==> src/rtl/prio_arbiter_seq.sv <==
// Registered priority / round-robin arbiter.
// Sticky request capture, one-entry valid/ready output stage.
module prio_arbiter_seq #(
    parameter int N = 16,
    parameter int W = 4
) (
    input  logic         clk,
    input  logic         rst,
    input  logic [N-1:0] in,
    input  logic         mode,
    input  logic         out_ready,
    output logic [W-1:0] out,
    output logic         out_valid,
    output logic [N-1:0] pending,
    output logic         empty
);

    logic [W-1:0] last;
    logic [W-1:0] sel_fixed;
    logic [W-1:0] sel_rr;
    logic [W-1:0] sel;
    logic [N-1:0] sel_mask;
    logic         any;
    logic         load;

    assign any  = |pending;
    assign load = !out_valid || out_ready;

    // Highest set index wins; later loop iterations override earlier ones.
    always_comb begin
        sel_fixed = '0;
        for (int i = 0; i < N; i++) begin
            if (pending[i]) sel_fixed = W'(i);
        end
    end

    // Descending search from (last-1) mod N; offset 0 is applied last
    // so the nearest candidate below last has the final word.
    always_comb begin
        int           idx;
        logic [W-1:0] iw;
        sel_rr = '0;
        idx    = 0;
        iw     = '0;
        for (int k = N - 1; k >= 0; k--) begin
            idx = int'(last) - 1 - k;
            if (idx < 0) idx = idx + N;
            iw = W'(idx);
            if (pending[iw]) sel_rr = iw;
        end
    end

    assign sel = mode ? sel_rr : sel_fixed;

    always_comb begin
        sel_mask = '0;
        if (load && any) sel_mask = N'(1) << sel;
    end

    always_ff @(posedge clk or posedge rst) begin
        if (rst) begin
            pending   <= '0;
            out       <= '0;
            out_valid <= 1'b0;
            last      <= '0;
        end else begin
            pending <= (pending & ~sel_mask) | in;
            if (load) begin
                if (any) begin
                    out       <= sel;
                    out_valid <= 1'b1;
                    last      <= sel;
                end else begin
                    out_valid <= 1'b0;
                end
            end
        end
    end

    assign empty = (pending == '0) && !out_valid;

endmodule

==> config.mk <==
export PLATFORM = sky130hd
export DESIGN_NAME = prio_arbiter_seq
export DESIGN_NICKNAME = d
export VERILOG_FILES = /design/src/rtl/prio_arbiter_seq.sv
export SDC_FILE = /design/constraint.sdc
export NUM_CORES = 1
export LEC_CHECK = 0
export CORE_ASPECT_RATIO = 0.5
export CORE_MARGIN = 10
export CORE_UTILIZATION = 30
export DETAILED_ROUTE_END_ITERATION = 10
export GPL_TIMING_DRIVEN = 0
export SYNTH_ARGS = -nofsm -noshare
export SYNTH_HDL_FRONTEND = slang
export SYNTH_SLANG_ARGS = --single-unit
==> constraint.sdc <==
create_clock -name clk -period 7.32 [get_ports clk]
set_input_delay 1.464 -clock clk [delete_from_list [all_inputs] [get_ports clk]]
set_output_delay 1.464 -clock clk [all_outputs]
set_load 0.01 [all_outputs]
======== Word level (Yosys, flattened, before mapping) ========
Cells that the tools add are included.
storage, ports and cells
  latch bits .............................. 0
  output and inout port bits .............. 22
  memories kept ........................... 0
  memory bits (writable) .................. 0
  bits in read-only memories .............. 0
  word-level logic and storage cells ...... 160
  input bits .............................. 20
  bits in registers ....................... 21
cells by class
  $lt $le $gt $ge ......................... 32
  bitwise gates (word level) .............. 3
  multiplexer cells ....................... 82
  reduce and logical (&&, ||, !) cells .... 7
  eq/ne operators ......................... 0
  add/sub/neg operators ................... 32
  shifts and indexed selects .............. 1
  multipliers ............................. 0
  divide/modulo/power cells ............... 0
operator list
  operator                count
  $mux W4                 47
  $lt A6 B1 Y1 const B    15
  $lt A4 B5 Y1 const B    16
  $add A4 B1 Y4 const B   16
  $bmux W1 S4             16
  $sub A5 B5 Y6 const B   8
  $sub A5 B4 Y6 const B   4
  $mux W1                 18
  $and A16 B16 Y16        1
  $logic_not A16 Y1       1
  $mux W16                1
  $not A16 Y16            1
  $or A16 B16 Y16         1
  $reduce_or A16 Y1       1
  $shl A1 B4 Y16 const A  1
  $sub A5 B3 Y6 const B   2
  $sub A5 B2 Y6 const B   1
  $lt A5 B1 Y1 const B    1
  $sub A4 B1 Y5 const B   1
  $logic_and A1 B1 Y1     2
  $reduce_and A2 Y1       1
  $logic_not A1 Y1        1
  $logic_or A1 B1 Y1      1

======== Logic depth before layout (Yosys ltp) ========
Gate-level depths: netlist of run 1.
  depth after elaboration ................. 28
  mapped depth ............................ 17
  depth with buffers taken out ............ 13

======== Least setup slack after synthesis of run 1 ========
Ideal clock, no wire load.
  kind .................................... reg2reg
  from .................................... register last[0]
  to ...................................... register pending[4]
  arrival time ............................ 4.106 ns
  cell stages (with the launch flop) ...... 16
  data required time ...................... 7.187 ns
  library setup time ...................... 0.133 ns
  path buffers ............................ 2
  slack ................................... 3.082 ns
  period minus slack after synthesis ...... 4.238 ns
  cell sequence ........................... dfrtp_1 > buf_4 > buf_6 > clkinv_1 > ha_1 > and2b_1 > a222oi_1 > nand2_2 > xnor2_4 > mux4_2 > a2111o_1 > nor3_2 > o31ai_2 > a21oi_4 > and3_4 > a31oi_1
between the ends
  longest elaborated chain between the ends .. 28
  elaborated cells on any way between the ends .. 118
  those cells by class .................... 32 x add/sub; 16 x order compare; 1 x shift; 66 x mux; 3 x bitwise
RTL lines
  element                                        line  RTL
  start, declared                                18    logic [W-1:0] last;
  start signal, assigned                         72    last <= sel;
  $sub A4 B1 Y5 *                                46    idx = int'(last) - 1 - k;
  $sub A5 B5 Y6                                  46
  $lt A6 B1 Y1 or $add A4 B1 Y4 (tied branches)  47    if (idx < 0) idx = idx + N;
  $mux W4                                        47
  $bmux W1 S4                                    49    if (pending[iw]) sel_rr = iw;
  $mux W1 (implied by the code)                  49
  $mux W4 (15 in series)                         49
  $mux W4 *                                      49
  $mux W4 *                                      53    assign sel = mode ? sel_rr : sel_fixed;
  $shl A1 B4 Y16 *                               57    if (load && any) sel_mask = N'(1) << sel;
  $mux W16 *                                     57
  $not A16 Y16 *                                 67    pending <= (pending & ~sel_mask) | in;
  $and A16 B16 Y16 *                             67
  $or A16 B16 Y16 *                              67
  end signal, assigned                           67
  end, declared                                  14    output logic [N-1:0] pending,
Every way passes the cells marked *; elsewhere a longest branch is shown, timed or not. The select of a mux whose other input is x is not followed.
A chain may end at the register's enable or synchronous reset.

======== Worst setup path in the final report of run 1 ========
  from .................................... register last[0]
  to ...................................... register pending[13]
The elaborated chain is that of the path after synthesis.

==> flow_summary_export.csv, run 1 <==
group,metric,value,unit
route,route.detailed.vias_per_inst,5.73,
floorplanning,io_pins,42,
placement,port_buffers,40,
cts,cts_tree,"yes",
timing,time_the_worst_path_needs_with_i_o_delays_and_setup,5.14,ns
placement,placed_standard_cell_area,3960,um^2
route,dr_total_vias,3514,
route,detailed_routing_iterations_pass_1,5,
finish,instances_no_fill,613,
power,p_int,0.831,mW
synth,synth.top_cells.by_count,"52 x nand2_1, 40 x nor2_1, 31 x a21oi_1",
synth,post_synth_num_cell_types,77,
critical_path,cpMaxStageDelayCell,"o31ai_1",
route,route.final.wire_length,11700,um
timing,finalClockSkew,0.00314,ns
cts,clockRootBuffer,"clkbuf_16",
floorplanning,fp.dieArea,16200,um^2
timing,grt_setup_unrepaired,"false",
grt,grt.total_usage,14.5,%
power,leakagePower,1.52,nW
cts,clock_tree.buffer_depth,2,
synth,post_synth.cell_area_avg,7.96,um^2
run_status,status,"complete, no violations",
critical_path,ff2ff_setup_slack,2.18,ns
finish,area_delta_synth_final,19.6,%
synth,synth_ff_type,"dfrtp_1",
critical_path,cp.required,7.50,ns
synth,ys.warnings.count,0,
cts,hold_buffers,0,
cts,htreeDepth,1,
power,switching_share,55.7,%
synth,synth_largest_area_cell,"dfrtp_1",
finish,final_nets,491,
placement,globalplace.congestion,0.968,
route,drt_iter0_drc,379,
synth,ys_ff_latch,21,
timing,worst_slack,2.18,ns
power,power.ir.vdd_worst,166,uV
route,post-route-drc-count,0,
finish,drive_above_1_share,15.0,%
timing,final.period_utilization,70.3,%
cts,post_cts_resize_count,0,
synth,synth-async-reset-ratio,100,%
synth,mappedNetlistArea,3380,um^2
timing,report.final.hold_viol_count,0,
synth,synth.yosys.seq_area_share,15.6,%
power,pwr_density_cell,464,nW/um^2
cts,worst_skew_pair.late_latency,0.26,ns
floorplanning,num_rows,27,
floorplanning,die_w,170,um
synth,number_of_instances_in_the_synthesized_netlist,424,
floorplanning,initial_utilization,30.7,%
placement,dp_worst_slack,2.27,ns
placement,dpl.cell_count,609,
synth,netlist_top_cells_area,"dfrtp_1 16%, mux4_2 10%, mux2i_1 7.4%, nand2_1 5.8%, a21oi_1 4.6%",
cts,clock_sinks,21,
cts,cts_buffers,3,
power,total_switching_power,1.04,mW
critical_path,cp_data_arrival_time,5.32,ns
placement,hpwlAfterDp,9190,um
cts,setup_fix_bufs_post_cts,0,
power,totalPowerFinal,1.87,mW
synth,netlist.area_leader.share,15.6,%
critical_path,slowest_delay,0.82,ns
timing,setup_violations,0,
power,p_clk_share,6.3,%
grt,first_global_vias,3306,
route,post_drt_wl_per_cell,19.0,um
critical_path,classification_of_the_worst_setup_path,"reg2reg",
finish,share_of_the_core_filled_with_cells_in_the_final_layout,36.8,%
worst_hold_path,hold_path_class,"reg2reg",
grt,overflow,0,
route,postRouteAntennaNets,0,
critical_path,cell_chain_critical_path,"buf_4 > buf_6 > clkinv_1 > ha_1 > and2b_1 > a222oi_1 > nand2_2 > xnor2_4 > mux4_2 > o21ai_0 > o2111ai_1 > o31ai_1 > nor2_1 > and2_1 > a31oi_1",
grt,grt_max_degree,22,
grt,grt_first_pass_wirelength,18900,um
synth,post-synth-top-count-cell,"nand2_1",
timing,achievable-frequency,194,MHz
timing,drv_slew,0,
finish,antenna_cells_inserted,0,
timing,tns,0,ns
synth,synth_enable_flop_cells,0,
grt,initial_antenna_violation_count,0,
synth,synth_fp_nets,446,
timing,fin_worst_hold_slack,0.615,ns
finish,final_area,4040,um^2
power,share_comb_of_total_power,84.1,%
critical_path,crit_path_max_fanout,10,
critical_path,timing.critical_path.from_type,"register",
timing,worst_pin_slew,0.997,ns
flow_run,max_cap_violations,0,
floorplanning,core_region_area,11000,um^2
power,seq_power_share,9.6,%
cts,worst_setup_hold_path_clk_slew,0.06,ns
timing,timing.slew.headroom,33.0,%
critical_path,worst_setup_path_end_kind,"register",
floorplanning,dieHeight,95.0,um
==> critical path, delay by kind of cell (launching register included) <==
kind	cells	cell delay, ns
mux	1	0.66
flops	1	0.41
xor+xnor	1	0.28
fa+ha+maj	1	0.50
compound gates	5	1.67
buf+inv	3	0.70
simple gates	4	0.83
==> flip-flops by register name (all words and copies together), names as in the netlist <==
name,flops
last,4
out_valid,1
pending,16
==> worst paths after layout <==
check,start,cells past startpoint,end
max reg2reg,last[0],15,pending[13]
min in group asynchronous,rst,2,last[0]
max,last[0],15,pending[13]
max in group asynchronous,rst,2,last[1]
min,out_valid,2,out_valid
min reg2reg,out_valid,2,out_valid
==> layout make-up <==
class                      count  area (um^2)
clock buffer                   3         75.1
multi-input combinational    363         2660
clock inverter                 1         5.00
sequential                    21          526
tap                          145          181
buffer                        14         91.3
fill                        1127         6940
timing repair buffer          40          400
inverter                      26         97.6
==> kinds of logic after synthesis <==
kind of cell / share of synthesized area, %
AND/OR/NAND/NOR: 24.2
AO/OA/AOI/OAI: 26.1
multiplexers: 23.0
buffers and inverters: 5.60
flip-flops: 15.6
XOR/XNOR: 4.89
adder cells (fa/ha/maj): 0.741
==> placed cells by master (no fill, tap or decap), types with 15 or more instances in the layout <==
cell type         n
a21oi_1          31
a31oi_1          16
dfrtp_1          21
mux4_2           15
nand2_1          52
mux2i_1          25
nor2_1           40
o21ai_0          21
clkdlybuf4s50_1  40
inv_1            24
==> power by group through the flow <==
stage | sequential, mW | combinational [mW] | clock [mW]
after floorplan | 0.174 | 1.17 | 0
after global placement | 0.180 | 1.54 | 0
after detailed placement | 0.181 | 1.54 | 0
after CTS | 0.179 | 1.55 | 0.119
after global routing | 0.185 | 1.71 | 0.122
final | 0.179 | 1.58 | 0.118
==> routing by layer <==
metal	wire length [um]	global-route usage [%]	up-vias
met4	119	3.48	0
met2	5250	23.1	151
met5	0	0	-
met1	5480	20.6	1662
met3	816	1.36	10
li1	-	-	1691
No activity file was read; power rests on OpenSTA's default activity.
==> inputs of run 2 (changes only) <==
- clock period: 7.32 -> 5.2 ns (I/O delays scaled with it)
==> run 2 against run 1 <==
  * Worst setup slack lost 1.8 ns
  * Design area grew 0.53%
  * First-iteration DRC count is 5.3% lower
  * Clock-buffer cell count unchanged
  * Power grew 42%
  * Flip-flop and latch count is the same
  * Die area did not move
  * Critical path type unchanged
  * Critical endpoint is now pending[10]
==> flow_summary_export.csv, run 2 (synthesis results as in run 1) <==
group,metric,value,unit
worst_hold_path,hold_path_class,"reg2reg",
cts,clock_sinks,21,
floorplanning,core_region_area,11000,um^2
grt,grt.total_usage,14.5,%
critical_path,rr_worst_depth,16,
cts,clockRootBuffer,"clkbuf_16",
placement,globalplace.congestion,0.968,
route,route.detailed.vias_per_inst,5.67,
grt,grt_first_pass_wirelength,18900,um
cts,clock_tree.buffer_depth,2,
worst_hold_path,worst_hold_path.num_cells,2,
floorplanning,num_rows,27,
critical_path,cp.required,5.33,ns
critical_path,classification_of_the_worst_setup_path,"reg2reg",
grt,overflow,0,
critical_path,ff2ff_setup_slack,0.34,ns
critical_path,cp_data_arrival_time,4.98,ns
finish,top_register,"pending",
finish,final_area,4060,um^2
cts,cts_tree,"yes",
route,post-route-drc-count,0,
cts,worst_setup_hold_path_clk_slew,0.06,ns
cts,cts_buffers,3,
timing,fin_worst_hold_slack,0.618,ns
placement,hpwlAfterDp,9190,um
finish,largest_registers,"pending x16, last x4, out_valid x1",
critical_path,timing.rr.start,"last[0]",
placement,dp_worst_slack,0.153,ns
timing,time_the_worst_path_needs_with_i_o_delays_and_setup,4.86,ns
critical_path,timing.critical_path.from_type,"register",
timing,report.final.hold_viol_count,0,
critical_path,crit_path_start,"last[0]",
timing,worst_pin_slew,0.852,ns
finish,area_delta_synth_final,20.2,%
cts,htreeDepth,1,
cts,setup_fix_bufs_post_cts,0,
finish,most_used_cells_in_the_layout_excluding_fill_and_tap_cells,"52 x nand2_1, 40 x nor2_1, 40 x clkdlybuf4s50_1",
critical_path,worst_setup_path_end_kind,"register",
floorplanning,fp.dieArea,16200,um^2
placement,port_buffers,40,
cts,worst_skew_pair.late_latency,0.26,ns
timing,grt_setup_unrepaired,"false",
finish,most_frequent_standard_cell_in_the_layout_excluding_fill_and_tap_cells,"nand2_1",
route,post_drt_wl_per_cell,19.2,um
grt,initial_antenna_violation_count,0,
finish,largest_register_ffs,16,
timing,worst_slack,0.343,ns
power,leakagePower,1.52,nW
placement,placed_standard_cell_area,3960,um^2
worst_hold_path,whs_endpoint,"out_valid",
finish,share_of_the_core_filled_with_cells_in_the_final_layout,37.0,%
timing,tns,0,ns
timing,timing.slew.headroom,41.6,%
finish,final_nets,491,
floorplanning,io_pins,42,
route,detailed_routing_iterations_pass_1,5,
timing,achievable-frequency,206,MHz
finish,number_of_fill_cells,1128,
power,pwr_density_cell,656,nW/um^2
grt,first_global_vias,3306,
route,drt_iter0_drc,359,
timing,setup_violations,0,
route,dr_total_vias,3478,
critical_path,endpoint_of_the_most_critical_register_to_register_path,"pending[10]",
grt,grt_max_degree,22,
timing,finalClockSkew,0.00336,ns
floorplanning,initial_utilization,30.7,%
run_status,status,"complete, no violations",
critical_path,crit_path_max_fanout,10,
timing,final.period_utilization,93.4,%
timing,drv_slew,0,
worst_hold_path,min_from,"out_valid",
power,power.ir.vdd_worst,230,uV
finish,drive_above_1_share,15.6,%
flow_run,max_cap_violations,0,
floorplanning,dieHeight,95.0,um
route,postRouteAntennaNets,0,
finish,antenna_cells_inserted,0,
route,route.final.wire_length,11800,um
floorplanning,die_w,170,um
-- run 2: cell count changes in the layout (fill, tap and decap cells not counted) --
cell,before,now
o21ai_0,21,20
clkinv_1,2,1
o31ai_1,2,1
clkinvlp_4,0,1
mux2i_2,3,4
o21ai_1,4,5
mux2i_1,25,24
o31ai_4,0,1
-- run 2: what timing repair did --
| item | CTS | global route |
|---|---|---|
| setup endpoints to repair | 0 | 17 |
| hold buffers | 0 | 0 |
| gates resized for setup | 0 | 5 |
-- run 2: layer usage --
metal	wire length, um	vias up	global-route usage (%)
li1	-	1692	-
met1	5720	1658	20.6
met4	122	0	3.48
met3	600	8	1.36
met2	5310	120	23.1
met5	0	-	0
-- run 2: final cells by class --
class                           instances  area [um^2]  area share (%)
Sequential cell                        21          526            12.9
Timing Repair Buffer                   40          400            9.86
Inverter                               26          101            2.50
Multi-Input combinational cell        363         2680            66.0
Clock inverter                          1         5.00           0.123
Tap cell                              145          181            4.47
Clock buffer                            3         75.1            1.85
Buffer                                 14         91.3            2.25
-- run 2: how the worst max path moves through the flow --
stage | end | depth (start not counted) | slack (ns)
after global placement | pending[13] | 15 | 0.18
final | pending[10] | 16 | 0.34
after detailed placement | pending[12] | 15 | 0.15
after floorplan | pending[4] | 15 | 0.96
after global routing | pending[12] | 15 | 0.03
after CTS | pending[12] | 15 | 0.12
-- run 2: per-stage QoR --
step	power [mW]	instances
finish	2.66	613
detailed placement	2.42	609
floorplan	1.89	424
global placement	2.42	609
global route	2.87	613
CTS	2.60	613
-- run 2: power breakdown --
group / switching, mW / internal, mW / total (mW)
Combinational: 1.36 / 0.887 / 2.25
Clock: 0.0615 / 0.103 / 0.165
Sequential: 0.0621 / 0.190 / 0.252
Total: 1.48 / 1.18 / 2.66
-- run 2: worst max-delay path, cell delays in order (launching register included) --
cell and delay (ns):
dfrtp_1 0.41, buf_4 0.23, buf_6 0.19, clkinvlp_4 0.21, ha_1 0.45, nor3b_1 0.44
mux2_2 0.25, o31a_1 0.23, and2_1 0.15, clkbuf_1 0.27, mux2i_2 0.44, mux2i_1 0.13
nor4_1 0.21, o211ai_1 0.24, a311o_2 0.40, nor2_1 0.32, a31oi_1 0.13
==> inputs of run 3 (changes only) <==
- CELL_PAD_IN_SITES_DETAIL_PLACEMENT: default -> 1
- CELL_PAD_IN_SITES_GLOBAL_PLACEMENT: default -> 2
- CTS_CLUSTER_DIAMETER: default -> 40
- PLACE_DENSITY_LB_ADDON: default -> 0.1
- clock period: 5.2 -> 4.5 ns (I/O delays scaled with it)
==> run 3 against run 2 <==
  * Non-clock buffer count is 11 higher
  * Sequential share of layout area fell by 0.77 points
  * Worst setup slack worse by 0.12 ns
==> flow_summary_export.csv, run 3 (synthesis results as in run 1) <==
group,metric,value,unit
run_status,status,"complete, no violations",
timing,final.period_utilization,95.0,%
grt,first_global_vias,3487,
timing,achievable-frequency,234,MHz
route,route.detailed.vias_per_inst,5.76,
placement,dpl.cell_count,609,
floorplanning,dieHeight,95.0,um
route,post_drt_wl_per_cell,21.7,um
timing,tns,0,ns
finish,most_used_cells_in_the_layout_excluding_fill_and_tap_cells,"52 x nand2_1, 40 x clkdlybuf4s50_1, 38 x nor2_1",
placement,hpwlAfterDp,10800,um
grt,grt.total_usage,16.5,%
finish,instances_no_fill,624,
finish,top_register,"pending",
cts,cts_tree,"yes",
timing,setup_violations,0,
finish,final_nets,502,
power,leakagePower,1.58,nW
flow_run,max_cap_violations,0,
worst_hold_path,hold_path_class,"reg2reg",
timing,timing.slew.headroom,37.0,%
grt,overflow,0,
cts,clockRootBuffer,"clkbuf_16",
critical_path,cp.required,4.63,ns
route,route.final.wire_length,13500,um
floorplanning,core_region_area,11000,um^2
grt,gr-usage-met2,23.7,%
route,dr_total_vias,3596,
floorplanning,fp.dieArea,16200,um^2
cts,cts_buffers,3,
timing,fin_worst_hold_slack,0.621,ns
placement,port_buffers,40,
route,postRouteAntennaNets,0,
finish,antenna_cells_inserted,0,
timing,drv_slew,0,
finish,drive_above_1_share,22.1,%
critical_path,timing.critical_path.from_type,"register",
critical_path,worst_setup_path_end_kind,"register",
finish,final_area,4330,um^2
finish,largest_register_ffs,16,
route,detailed_routing_iterations_pass_1,5,
floorplanning,initial_utilization,30.7,%
placement,placed_standard_cell_area,3960,um^2
route,post-route-drc-count,0,
power,pwr_density_cell,804,nW/um^2
placement,globalplace.congestion,0.908,
floorplanning,io_pins,42,
finish,number_of_fill_cells,1320,
floorplanning,num_rows,27,
timing,finalClockSkew,0.00219,ns
cts,worst_skew_pair.late_latency,0.25,ns
grt,global_route.usage.met1,25.8,%
route,drt_iter0_drc,249,
power,totalPowerFinal,3.48,mW
grt,initial_antenna_violation_count,0,
critical_path,classification_of_the_worst_setup_path,"reg2reg",
timing,time_the_worst_path_needs_with_i_o_delays_and_setup,4.27,ns
critical_path,crit_path_max_fanout,10,
finish,largest_registers,"pending x16, last x4, out_valid x1",
cts,htreeDepth,1,
finish,area_delta_synth_final,28.1,%
cts,worst_setup_hold_path_clk_slew,0.06,ns
cts,clock_tree.buffer_depth,2,
timing,worst_pin_slew,0.939,ns
grt,busiest_layer,"met1",
grt,groute.layer.met3.usage,2.31,%
power,power.ir.vdd_worst,250,uV
grt,grt_first_pass_wirelength,21000,um
cts,clock_sinks,21,
grt,grt_max_degree,22,
finish,most_frequent_standard_cell_in_the_layout_excluding_fill_and_tap_cells,"nand2_1",
timing,report.final.hold_viol_count,0,
floorplanning,die_w,170,um
critical_path,cp_data_arrival_time,4.40,ns
==> run 3: cell types whose count changed in the layout (fill, tap and decap cells not counted), moves of 2 or more <==
cell / previous run / this run
o21ai_2: 0 / 2
nor2_1: 40 / 38
buf_4: 3 / 13
nor2_4: 0 / 2
buf_6: 3 / 5
mux2i_1: 24 / 17
mux2i_4: 0 / 6
==> run 3: worst paths after layout <==
kind | from | endpoint | slack, ns | cells after the start
hold / removal | out_valid | out_valid | 0.62 | 2
max in group asynchronous | rst | last[0] | 2.82 | 2
min in group asynchronous | rst | pending[2] | 1.11 | 2
hold reg to reg | out_valid | out_valid | 0.62 | 2
setup reg to reg | last[0] | pending[8] | 0.23 | 16
setup / recovery | last[0] | pending[8] | 0.23 | 16
==> run 3: layout make-up <==
class | instances | area, um^2 | share of cell area (%)
plain buffers | 13 | 97.6 | 2.26
clock buffers | 4 | 78.8 | 1.82
inverters | 26 | 104 | 2.40
multi-input cells | 363 | 2830 | 65.5
flip-flops and latches | 21 | 527 | 12.2
well taps | 145 | 181 | 4.19
repair buffers | 52 | 503 | 11.6
==> run 3: layer usage <==
layer	wire length (um)	up-vias
li1	-	1703
met1	7290	1786
met2	5430	99
met3	732	8
met4	61	0
met5	0	-
==> run 3: worst max-delay path, cell delays in order, from the launching register on <==
cell      delay [ns]
dfrtp_2         0.44
buf_6           0.18
buf_6           0.18
inv_4           0.09
ha_4            0.33
buf_6           0.16
buf_4           0.24
mux4_2          0.37
mux2_2          0.29
nand2_1         0.14
a21boi_4        0.25
a21oi_1         0.09
a311o_1         0.37
o31ai_2         0.39
a21oi_4         0.14
nor3_2          0.33
a31oi_1         0.13
==> run 3: power breakdown <==
part | leakage (nW) | switching, mW | total [mW] | internal [mW]
registers | 0.197 | 0.0769 | 0.297 | 0.220
clock network | 0.0382 | 0.0689 | 0.190 | 0.121
logic | 1.35 | 1.77 | 2.99 | 1.22
total | 1.58 | 1.91 | 3.48 | 1.56
==> run 3: per-stage QoR <==
step                      worst slack, ns  utilization [%]
after floorplan                     0.262                -
after global placement             -0.843             36.0
after detailed placement           -0.799             36.0
after CTS                        -0.00262             38.4
after global routing              -0.0373             39.4
final                               0.226             39.4
==> run 3: repair_timing <==
item | in CTS | in global routing
resized for setup | 29 | 15
pin swaps | 3 | 6
gates cloned | 0 | 0
hold buffers | 0 | 0
setup buffers | 6 | 6
endpoints found under the setup margin | 20 | 19
